$ cat config.mk
export PLATFORM = sky130hd
export DESIGN_NAME = fl_distributor_mcast
export DESIGN_NICKNAME = d
export VERILOG_FILES = /design/src/rtl/fl_distributor_mcast.sv
export SDC_FILE = /design/constraint.sdc
export NUM_CORES = 1
export LEC_CHECK = 0
export CAP_MARGIN = 0
export CORE_AREA = 8 8 142 144
export CTS_CLUSTER_SIZE = 24
export DETAILED_ROUTE_END_ITERATION = 12
export DIE_AREA = 0 0 150 152
export MAX_ROUTING_LAYER = met4
export PLACE_DENSITY = 0.65
export SYNTH_ARGS = -nofsm -noshare
export SYNTH_HDL_FRONTEND = slang
export SYNTH_SLANG_ARGS = --single-unit
$ cat constraint.sdc
create_clock -name CLK -period 5 [get_ports CLK]
set_input_delay 0.5 -clock CLK [delete_from_list [all_inputs] [get_ports CLK]]
set_output_delay 0.5 -clock CLK [all_outputs]
set_load 0.05 [all_outputs]
$ cat src/rtl/fl_distributor_mcast.sv
// FrameLink 1:N distributor: forks each frame to the TX ports picked from its SOF word
// (index or mask), with per-port done tracking; frames with an empty port set are dropped and counted.
module fl_distributor_mcast #(
  parameter int DATA_WIDTH  = 64,
  parameter int REM_WIDTH   = 3,
  parameter int OUTPUTS     = 4,
  parameter int SEL_WIDTH   = 2,
  parameter int MASK_MODE   = 0,
  parameter int DEFAULT_IFC = 0,
  parameter int INUM_OFFSET = 0
) (
  input  logic                            CLK,
  input  logic                            RESET_N,
  input  logic [DATA_WIDTH-1:0]           RX_DATA,
  input  logic [REM_WIDTH-1:0]            RX_REM,
  input  logic                            RX_SOF_N,
  input  logic                            RX_EOF_N,
  input  logic                            RX_SOP_N,
  input  logic                            RX_EOP_N,
  input  logic                            RX_SRC_RDY_N,
  output logic                            RX_DST_RDY_N,
  output logic [OUTPUTS*DATA_WIDTH-1:0]   TX_DATA,
  output logic [OUTPUTS*REM_WIDTH-1:0]    TX_REM,
  output logic [OUTPUTS-1:0]              TX_SOF_N,
  output logic [OUTPUTS-1:0]              TX_EOF_N,
  output logic [OUTPUTS-1:0]              TX_SOP_N,
  output logic [OUTPUTS-1:0]              TX_EOP_N,
  output logic [OUTPUTS-1:0]              TX_SRC_RDY_N,
  input  logic [OUTPUTS-1:0]              TX_DST_RDY_N,
  output logic [15:0]                     DROP_CNT
);

  typedef enum logic [1:0] {IDLE = 2'd0, FWD = 2'd1, DROP = 2'd2} state_t;

  state_t               state_r, state_nxt_s;
  logic [OUTPUTS-1:0]   sel_r, done_r, sof_sel_s, route_s, tx_vld_s, acc_s;
  logic [15:0]          drop_cnt_r;
  logic                 rx_vld_s, all_ok_s, consume_s, sof_s, eof_s;
  logic                 drop_inc_s, cap_sel_s;

  // Reset also masks RX valid so the handshake outputs sit idle while reset is held
  assign rx_vld_s = ~RX_SRC_RDY_N & RESET_N;
  assign sof_s    = ~RX_SOF_N;
  assign eof_s    = ~RX_EOF_N;

  generate
    if (MASK_MODE != 0) begin : g_mask
      assign sof_sel_s = RX_DATA[INUM_OFFSET +: OUTPUTS];
    end else begin : g_idx
      logic [SEL_WIDTH-1:0] idx_s;
      assign idx_s = RX_DATA[INUM_OFFSET +: SEL_WIDTH];
      // Index decode; out-of-range indices fall back to the default port
      always_comb begin
        sof_sel_s = '0;
        if (int'(idx_s) >= OUTPUTS) begin
          sof_sel_s[DEFAULT_IFC] = 1'b1;
        end else begin
          for (int i = 0; i < OUTPUTS; i++) begin
            sof_sel_s[i] = (int'(idx_s) == i);
          end
        end
      end
    end
  endgenerate

  // Port set the current word is forked to
  always_comb begin
    route_s = '0;
    case (state_r)
      IDLE:    if (sof_s) route_s = sof_sel_s; else route_s = '0;
      FWD:     route_s = sel_r;
      DROP:    route_s = '0;
      default: route_s = '0;
    endcase
  end

  // A word retires once every selected port has taken it, now or on an earlier cycle
  assign tx_vld_s  = {OUTPUTS{rx_vld_s}} & route_s & ~done_r;
  assign acc_s     = tx_vld_s & ~TX_DST_RDY_N;
  assign all_ok_s  = &(~route_s | done_r | acc_s);
  assign consume_s = rx_vld_s & all_ok_s;

  assign RX_DST_RDY_N = (state_r == DROP) ? 1'b0 : ~consume_s;
  assign TX_SRC_RDY_N = ~tx_vld_s;
  assign TX_DATA      = {OUTPUTS{RX_DATA}};
  assign TX_REM       = {OUTPUTS{RX_REM}};
  assign TX_SOF_N     = {OUTPUTS{RX_SOF_N}};
  assign TX_EOF_N     = {OUTPUTS{RX_EOF_N}};
  assign TX_SOP_N     = {OUTPUTS{RX_SOP_N}};
  assign TX_EOP_N     = {OUTPUTS{RX_EOP_N}};
  assign DROP_CNT     = drop_cnt_r;

  // Next-state logic; non-SOF words in IDLE retire with an empty route and change nothing
  always_comb begin
    state_nxt_s = state_r;
    drop_inc_s  = 1'b0;
    cap_sel_s   = 1'b0;
    case (state_r)
      IDLE: begin
        if (consume_s && sof_s) begin
          if (sof_sel_s != '0) begin
            cap_sel_s   = 1'b1;
            state_nxt_s = eof_s ? IDLE : FWD;
          end else begin
            drop_inc_s  = 1'b1;
            state_nxt_s = eof_s ? IDLE : DROP;
          end
        end else begin
          state_nxt_s = IDLE;
        end
      end
      FWD, DROP: begin
        if (consume_s && eof_s) state_nxt_s = IDLE;
        else state_nxt_s = state_r;
      end
      default: state_nxt_s = IDLE;
    endcase
  end

  // State register
  always_ff @(posedge CLK or negedge RESET_N) begin
    if (!RESET_N) state_r <= IDLE;
    else state_r <= state_nxt_s;
  end

  // Frame port set, per-port done bits and saturating drop counter
  always_ff @(posedge CLK or negedge RESET_N) begin
    if (!RESET_N) begin
      sel_r      <= '0;
      done_r     <= '0;
      drop_cnt_r <= 16'd0;
    end else begin
      if (cap_sel_s) sel_r <= sof_sel_s;
      done_r <= consume_s ? '0 : (done_r | acc_s);
      if (drop_inc_s && (drop_cnt_r != 16'hFFFF)) drop_cnt_r <= drop_cnt_r + 16'd1;
    end
  end

endmodule

==> impl_metrics.json, run 1 <==
{
  "fin_setup_tns_ps": 0,
  "tritoncts": "done",
  "max-slew-margin-rel_pct": 63.56,
  "post-place-ws_ps": 1373,
  "finalSetupViolCount": 0,
  "fp-row-count": 49,
  "crit_path_max_incr_delay_ps": 720,
  "drt-total-wl_mm": 7.119,
  "seqCellArea_um2": 650.6,
  "swShare_pct": 24.83,
  "dieArea_um2": 22800,
  "syn-num-nets": 466,
  "placed_area_um2": 1829,
  "ys_seq_elements": 26,
  "crit_chain": "clkdlybuf4s50_1, buf_4, nor2b_1, a221oi_2, nor4_2, nor2_1, clkdlybuf4s50_1",
  "hpwlAfterDp_mm": 6.186,
  "cts_resized": 0,
  "startpoint_type": "primary input",
  "antenna_found_initial": 0,
  "yosys_warnings": 0,
  "cp-startpoint": "RESET_N",
  "io_pins": 383,
  "ir_drop_uv": 294.1,
  "tightest_slew_ps": 544.9,
  "drc": 0,
  "numCtsBuffers": 3,
  "hp-start": "DROP_CNT[8]",
  "final_layout_size_suffix_gt1_share_pct": 9.489,
  "finalCritPeriodShare_pct": 71.40,
  "crit_top_cell": "clkdlybuf4s50_1",
  "clkPwrFrac_pct": 37.0,
  "arrival_ps": 3070,
  "synthToLayoutAreaGrowth_pct": -41.11,
  "htree_levels": 1,
  "drv_slew": 0,
  "crit_slowest_cell": "clkdlybuf4s50_1",
  "max_cap_violations": 0,
  "hold_class": "flip-flop to flip-flop",
  "post_cts_buffers": 0,
  "ys_types": 31,
  "syn_inst": 385,
  "num-nets-final": 219,
  "p_per_area_nw_per_um2": 260.2,
  "die_y_um": 152,
  "worst_slack_ps": 1430,
  "pwr-share-comb_pct": 17.6,
  "root_buffer": "clkbuf_16",
  "overflow": 0,
  "cp.required_ps": 4500,
  "fmax_ghz": 0.2801,
  "track_usage_pct": 5.799,
  "status": "finished clean",
  "portBuffers": 47,
  "final_cell_area_um2": 1918,
  "grt_pass1_wl_mm": 9.729,
  "critPathCaptureType": "output port",
  "syn-cell-area_um2": 3257,
  "drtAntennaViolNets": 0,
  "clkTransAtPathRegs_ps": 60,
  "place_congestion": 0.6992,
  "crit_type": "primary input to output port",
  "cts.sink_count": 26,
  "internal_power_uw": 375.2,
  "r2r-start": "state_r[0]",
  "vias": 1138,
  "fillers": 2050,
  "multi_input_area_um2": 380.4,
  "seq_area_frac_synth_pct": 19.98,
  "min_period_ps": 3570,
  "seqPwrFrac_pct": 45.4,
  "initial_core_util_pct": 18.32,
  "die_x_um": 150,
  "grt_pass1_vias": 1323,
  "viasPerCell": 3.109,
  "hold_viol": 0,
  "post-route-util_pct": 10.79,
  "skew_ps": 1.355,
  "cts_hold_buf": 0,
  "cp_max_fo": 28,
  "switchingPower_uw": 123.9,
  "cts_buffer_depth": 2,
  "post_drt_wl_per_cell_um": 19.45,
  "grt_max_degree": 29,
  "hold_ws_ps": 374.2,
  "leakage_uw": 0.0007569,
  "num_antenna_cells": 0,
  "clk_latency_ps": 250,
  "drt_iter0_markers": 43,
  "rsz0062_at_grt": "no",
  "core_um2": 17780,
  "dr.pass1.iters": 4,
  "avgSynthCellArea_um2": 8.459
}
-- registers in the layout, summed over array words and instances, names as in the netlist --
name / flops
DROP_CNT: 16
sel_r: 4
state_r: 2
done_r: 4
-- through the flow --
step / total power [µW] / std cells
2_1_floorplan: 867.2 / 385
3_3_place_gp: 317.7 / 362
5_1_grt: 520.6 / 366
6_report: 499.1 / 366
3_5_place_dp: 319.6 / 362
4_1_cts: 506.5 / 366
-- final timing paths --
| path | end | slack (ps) | cells past startpoint |
|---|---|---|---|
| min in group asynchronous | DROP_CNT[8] | 610 | 2 |
| max | RX_DST_RDY_N | 1430 | 7 |
| min | DROP_CNT[8] | 370 | 0 |
| min reg2reg | DROP_CNT[8] | 370 | 0 |
| max in group asynchronous | done_r[0] | 4150 | 2 |
| max reg2reg | sel_r[2] | 2590 | 8 |
-- placed cells by master (no fill, tap or decap), types with 2 or more instances in the layout --
cell	n
clkdlybuf4s50_1	47
dfrtp_1	26
nand2_1	8
inv_1	7
nor2_1	5
a21oi_1	3
a31oi_1	3
ha_1	3
clkbuf_16	3
nor2b_1	2
or4bb_1	2
nand4b_1	2
a211oi_2	2
nand2b_1	2
and2b_1	2
mux2_2	2
buf_4	2
-- Yosys cell counts --
library cell / instances / area [µm²]
nor3_1: 1 / 5.000
a211oi_2: 2 / 25.02
nor2b_1: 2 / 12.51
mux2_1: 1 / 11.26
o32a_1: 1 / 10.01
a31oi_1: 3 / 18.77
or3_1: 1 / 6.260
o211ai_1: 1 / 7.510
dfrtp_1: 26 / 650.6
a21oi_1: 3 / 15.01
or4bb_1: 2 / 22.52
a31o_1: 1 / 8.760
or2b_1: 1 / 7.510
a221oi_2: 1 / 15.01
mux2_2: 2 / 22.52
ha_1: 3 / 37.54
and2_1: 1 / 6.260
or4b_1: 1 / 10.01
inv_1: 7 / 26.28
nor2_1: 5 / 18.77
nand4b_1: 2 / 17.52
and3_1: 1 / 6.260
mux2i_1: 1 / 10.01
nand2_1: 8 / 30.03
nor4_2: 1 / 12.51
and4b_1: 1 / 10.01
and2b_1: 2 / 15.01
nand2b_1: 2 / 12.51
buf_4: 285 / 2140
nand2_2: 1 / 6.260
clkbuf_1: 16 / 60.06
-- critical path: cells and delay by family --
| kind | cells | cell delay, ps |
|---|---|---|
| buffers and inverters | 3 | 1480 |
| and+or+nand+nor | 3 | 920 |
| AOI/OAI and AO/OA | 1 | 160 |
-- area by class of cell --
| cell class | count | share of cell area, % |
|---|---|---|
| well taps | 229 | 14.94 |
| multi-input cells | 51 | 19.83 |
| repair buffers | 49 | 25.31 |
| inverters | 7 | 1.370 |
| flip-flops and latches | 26 | 33.92 |
| clock buffers | 4 | 4.631 |
-- cell families (layout without fill, tap and decap cells) --
logic type | after synthesis | in the layout | share of synthesized area, %
compound gates | 12 | 12 | 3.073
fa+ha+maj | 3 | 3 | 1.153
buf+inv | 308 | 60 | 68.34
flops | 26 | 26 | 19.98
mux | 4 | 4 | 1.345
simple gates | 32 | 32 | 6.109
-- power by group through the flow --
stage / clock, µW / sequential [µW] / combinational, µW
floorplan: 0 / 228 / 639
global placement: 0 / 230 / 87.6
detailed placement: 0 / 230 / 89.2
CTS: 191 / 226 / 89.4
global route: 199 / 228 / 94.3
finish: 185 / 227 / 87.8
-- per-layer routing --
layer | global-route usage [%] | vias up | wire length, µm
li1 | - | 400 | -
met1 | 3.857 | 451 | 1631
met2 | 9.356 | 274 | 3386
met5 | - | - | 0
met4 | 1.095 | 0 | 64
met3 | 7.069 | 13 | 2036
Power figures use the tool's default switching activity.
==> run 2: changes to the inputs <==
Clock period 5 ns to 3.3 ns, I/O delays scaled along.
==> impl_metrics.json, run 2 (same netlist as run 1, synthesis figures left out) <==
{
  "switchingPower_uw": 200.1,
  "io_pins": 383,
  "pwr-share-comb_pct": 16.3,
  "finalSetupViolCount": 0,
  "drv_slew": 0,
  "grt_pass1_vias": 1319,
  "hold_class": "flip-flop to flip-flop",
  "max_cap_violations": 0,
  "post_drt_wl_per_cell_um": 20.04,
  "clk_latency_ps": 260,
  "track_usage_pct": 6.040,
  "root_buffer": "clkbuf_16",
  "die_x_um": 150,
  "cp_max_fo": 12,
  "drt_iter0_markers": 41,
  "synthToLayoutAreaGrowth_pct": -40.99,
  "hold_viol": 0,
  "drtAntennaViolNets": 0,
  "overflow": 0,
  "place_congestion": 0.6994,
  "dr.pass1.iters": 4,
  "grt_pass1_wl_mm": 9.929,
  "crit_type": "primary input to output port",
  "min_period_ps": 2802,
  "clkPwrFrac_pct": 41.9,
  "numCtsBuffers": 3,
  "final_cells": 366,
  "critPathCaptureType": "output port",
  "startpoint_type": "primary input",
  "seqPwrFrac_pct": 41.8,
  "arrival_ps": 2470,
  "fillers": 2041,
  "crit_top_cell": "buf_4",
  "initial_core_util_pct": 18.32,
  "critical_path.top_delay_family": "buffers and inverters",
  "crit_chain": "clkdlybuf4s50_1, or4bb_1, a211oi_2, nor4_2, buf_4, nor2_1, buf_4",
  "crit_slowest_cell": "or4bb_1",
  "cts_hold_buf": 0,
  "p_per_area_nw_per_um2": 428.8,
  "drc": 0,
  "post_cts_buffers": 0,
  "core_um2": 17780,
  "die_y_um": 152,
  "tightest_slew_ps": 564.3,
  "antenna_found_initial": 0,
  "clkTransAtPathRegs_ps": 60,
  "swShare_pct": 24.29,
  "drt-total-wl_mm": 7.333,
  "multi_input_area_um2": 380.4,
  "rsz0062_at_grt": "no",
  "cp.required_ps": 2970,
  "fin_setup_tns_ps": 0,
  "tritoncts": "done",
  "grt_max_degree": 28,
  "fmax_ghz": 0.3569,
  "leakage_uw": 0.0007632,
  "cts_resized": 0,
  "r2r-start": "state_r[0]",
  "place_inst": 362,
  "largest_reg_flops": 16,
  "num_antenna_cells": 0,
  "final_cell_mix": "clkdlybuf4s50_1, dfrtp_1, nand2_1",
  "htree_levels": 1,
  "fp-row-count": 49,
  "cts.sink_count": 26,
  "skew_ps": 0.8536,
  "max-slew-margin-rel_pct": 62.30,
  "portBuffers": 47,
  "cp-startpoint": "RX_DATA[1]",
  "crit_path_max_incr_delay_ps": 630,
  "num-nets-final": 219,
  "seqCellArea_um2": 650.6,
  "status": "finished clean",
  "ir_drop_uv": 289.7,
  "cts_buffer_depth": 2,
  "hp-start": "DROP_CNT[5]",
  "dieArea_um2": 22800,
  "viasPerCell": 3.112,
  "final_layout_size_suffix_gt1_share_pct": 13.14,
  "finalCritPeriodShare_pct": 84.91,
  "layout_commonest_cell": "clkdlybuf4s50_1",
  "internal_power_uw": 623.9,
  "path_buf_inv": 3,
  "hpwlAfterDp_mm": 6.375,
  "vias": 1139
}
run 2: final timing paths:
kind	depth (start not counted)	slack [ps]	end
min in group asynchronous	2	480	DROP_CNT[6]
worst max-delay path	7	500	RX_DST_RDY_N
worst min register to register	0	380	DROP_CNT[5]
max in group asynchronous	2	2580	done_r[3]
worst min-delay path	0	380	DROP_CNT[5]
worst max register to register	8	900	sel_r[1]
run 2: power groups by stage:
stage	Combinational (µW)	Sequential [µW]	Clock, µW
after detailed placement	136	350	0
after global routing	144	346	367
after global placement	134	349	0
after CTS	136	344	355
final	134	345	345
after floorplan	968	346	0
run 2: area by class of cell:
cell class	instances	share of cell area (%)
Clock inverter	1	1.563
Tap cell	229	14.91
Timing Repair Buffer	49	24.61
Multi-Input combinational cell	51	19.79
Clock buffer	3	3.906
Inverter	7	1.367
Sequential cell	26	33.85
run 2: stage by stage:
stage               area [µm²]  hold slack, ps  setup WS (ps)  total power, µW  utilization [%]
floorplan                 3257           34.41          775.5             1314                -
global placement          1817           363.8          638.8            483.2            10.22
detailed placement        1817           365.8          504.2            485.9            10.22
CTS                       1922           381.6          509.5            834.7            10.81
global route              1922           387.4          380.0            856.9            10.81
finish                    1922           375.3          497.8            824.0            10.81
run 2: per-layer routing:
| layer | routed length, µm | track usage (%) | vias up |
|---|---|---|---|
| met5 | 0 | - | - |
| met4 | 83 | 1.381 | 0 |
| li1 | - | - | 397 |
| met1 | 1956 | 4.619 | 462 |
| met2 | 3500 | 9.635 | 268 |
| met3 | 1791 | 6.356 | 12 |
==> run 3: changes to the inputs <==
Clock period 3.3 ns to 2.8 ns, I/O delays scaled along.
==> impl_metrics.json, run 3 (same netlist as run 1, synthesis figures left out) <==
{
  "status": "finished clean",
  "drt-total-wl_mm": 7.259,
  "worst_r2r_path_depth": 7,
  "hpwlAfterDp_mm": 6.340,
  "fp-row-count": 49,
  "critical_path.top_delay_family": "simple AND/OR/NAND/NOR gates",
  "finalSetupViolCount": 0,
  "cts_hold_buf": 0,
  "final_layout_size_suffix_gt1_share_pct": 15.60,
  "cp.required_ps": 2520,
  "largest_reg_flops": 16,
  "root_buffer": "clkbuf_16",
  "dieArea_um2": 22800,
  "post_drt_wl_per_cell_um": 19.62,
  "num_antenna_cells": 0,
  "final_cell_area_um2": 1936,
  "drtAntennaViolNets": 0,
  "reg2reg_to": "sel_r[2]",
  "p_per_area_nw_per_um2": 468.5,
  "grt_pass1_wl_mm": 9.860,
  "min_path_cells": 0,
  "hold_class": "flip-flop to flip-flop",
  "tightest_slew_ps": 558.8,
  "initial_core_util_pct": 18.32,
  "die_x_um": 150,
  "portBuffers": 47,
  "crit_slowest_cell": "or4bb_1",
  "placed_area_um2": 1847,
  "leakage_uw": 0.0007758,
  "arrival_ps": 2290,
  "p_total_uw": 906.8,
  "numCtsBuffers": 3,
  "dr.pass1.iters": 4,
  "clkTransAtPathRegs_ps": 60,
  "place_congestion": 0.7474,
  "grt_max_degree": 28,
  "io_pins": 383,
  "crit_path_max_incr_delay_ps": 540,
  "crit_chain": "inv_1, ha_1, or4bb_1, a211oi_2, nor4_2, nor2_1, buf_4",
  "rsz0062_at_grt": "no",
  "max_cap_violations": 0,
  "critPathCaptureType": "output port",
  "drc": 0,
  "cts_resized": 0,
  "min_period_ps": 2572,
  "core_um2": 17780,
  "fmax_ghz": 0.3888,
  "die_y_um": 152,
  "max-slew-margin-rel_pct": 62.63,
  "viasPerCell": 3.168,
  "skew_ps": 0.7951,
  "final_cell_mix": "clkdlybuf4s50_1, dfrtp_1, buf_4",
  "fillers": 2051,
  "post_cts_buffers": 0,
  "drt_iter0_markers": 59,
  "hold_end": "DROP_CNT[8]",
  "layout_commonest_cell": "clkdlybuf4s50_1",
  "ir_drop_uv": 325.1,
  "tritoncts": "done",
  "hold_viol": 0,
  "r2r_slack_ps": 500,
  "r2r-start": "state_r[0]",
  "clk_latency_ps": 260,
  "htree_levels": 1,
  "drv_slew": 0,
  "cp_max_fo": 5,
  "cts_buffer_depth": 2,
  "post-place-ws_ps": 412.1,
  "path_buf_inv": 2,
  "grt_pass1_vias": 1359,
  "hold_ws_ps": 375.2,
  "worst_slack_ps": 227.9,
  "fin_setup_tns_ps": 0,
  "num-nets-final": 223,
  "crit_type": "flip-flop to output port",
  "overflow": 0,
  "antenna_found_initial": 0,
  "track_usage_pct": 5.920,
  "cts.sink_count": 26,
  "finalCritPeriodShare_pct": 91.86,
  "vias": 1172,
  "hp-start": "DROP_CNT[8]",
  "startpoint_type": "flip-flop",
  "synthToLayoutAreaGrowth_pct": -40.57
}
[run 3: cell count changes in the layout (fill, tap and decap cells not counted), sizes merged]
cell,change
buf,+4
bufinv,-1
clkbuf,+1
[run 3: cell type report]
type                    count  area, µm²  area share [%]
clock buffers               4      88.84           4.590
well taps                 229      286.5           14.80
flip-flops and latches     26      650.6           33.61
repair buffers             53      503.0           25.99
multi-input cells          51      380.4           19.65
inverters                   7      26.28           1.357
[run 3: where the power goes]
group	total, µW	switching, µW	internal (µW)
logic	162	99.7	62.5
clock network	340	122	218
registers	405	12.1	393
total	907	233	673
[run 3: metrics by stage]
step	utilization, %	cells
2_1_floorplan	-	385
3_3_place_gp	10.39	366
3_5_place_dp	10.39	366
4_1_cts	10.89	370
5_1_grt	10.89	370
6_report	10.89	370
[run 3: worst reg2reg max path, stage by stage (launching register included)]
cell	delay (ps)
dfrtp_1	400
inv_1	90
ha_1	240
or4bb_1	540
a211oi_2	300
nor4_2	130
nand2_2	140
mux2_2	350
[run 3: worst max path at each step]
stage | start | end | cells past startpoint
floorplan | state_r[0] | RX_DST_RDY_N | 6
global placement | RX_DATA[0] | RX_DST_RDY_N | 6
detailed placement | RX_DATA[0] | RX_DST_RDY_N | 6
CTS | state_r[0] | RX_DST_RDY_N | 7
global route | state_r[0] | RX_DST_RDY_N | 7
finish | state_r[0] | RX_DST_RDY_N | 7
[run 3: routing by layer]
metal  part of all wire [%]  wire (µm)  track usage, %  vias to the layer above
met5                      0          0               -                        -
met4                    1.1         79           1.381                        0
met3                     27       1981           6.890                       12
met2                     49       3548           9.785                      279
met1                     23       1649           3.841                      468
li1                       -          -               -                      413
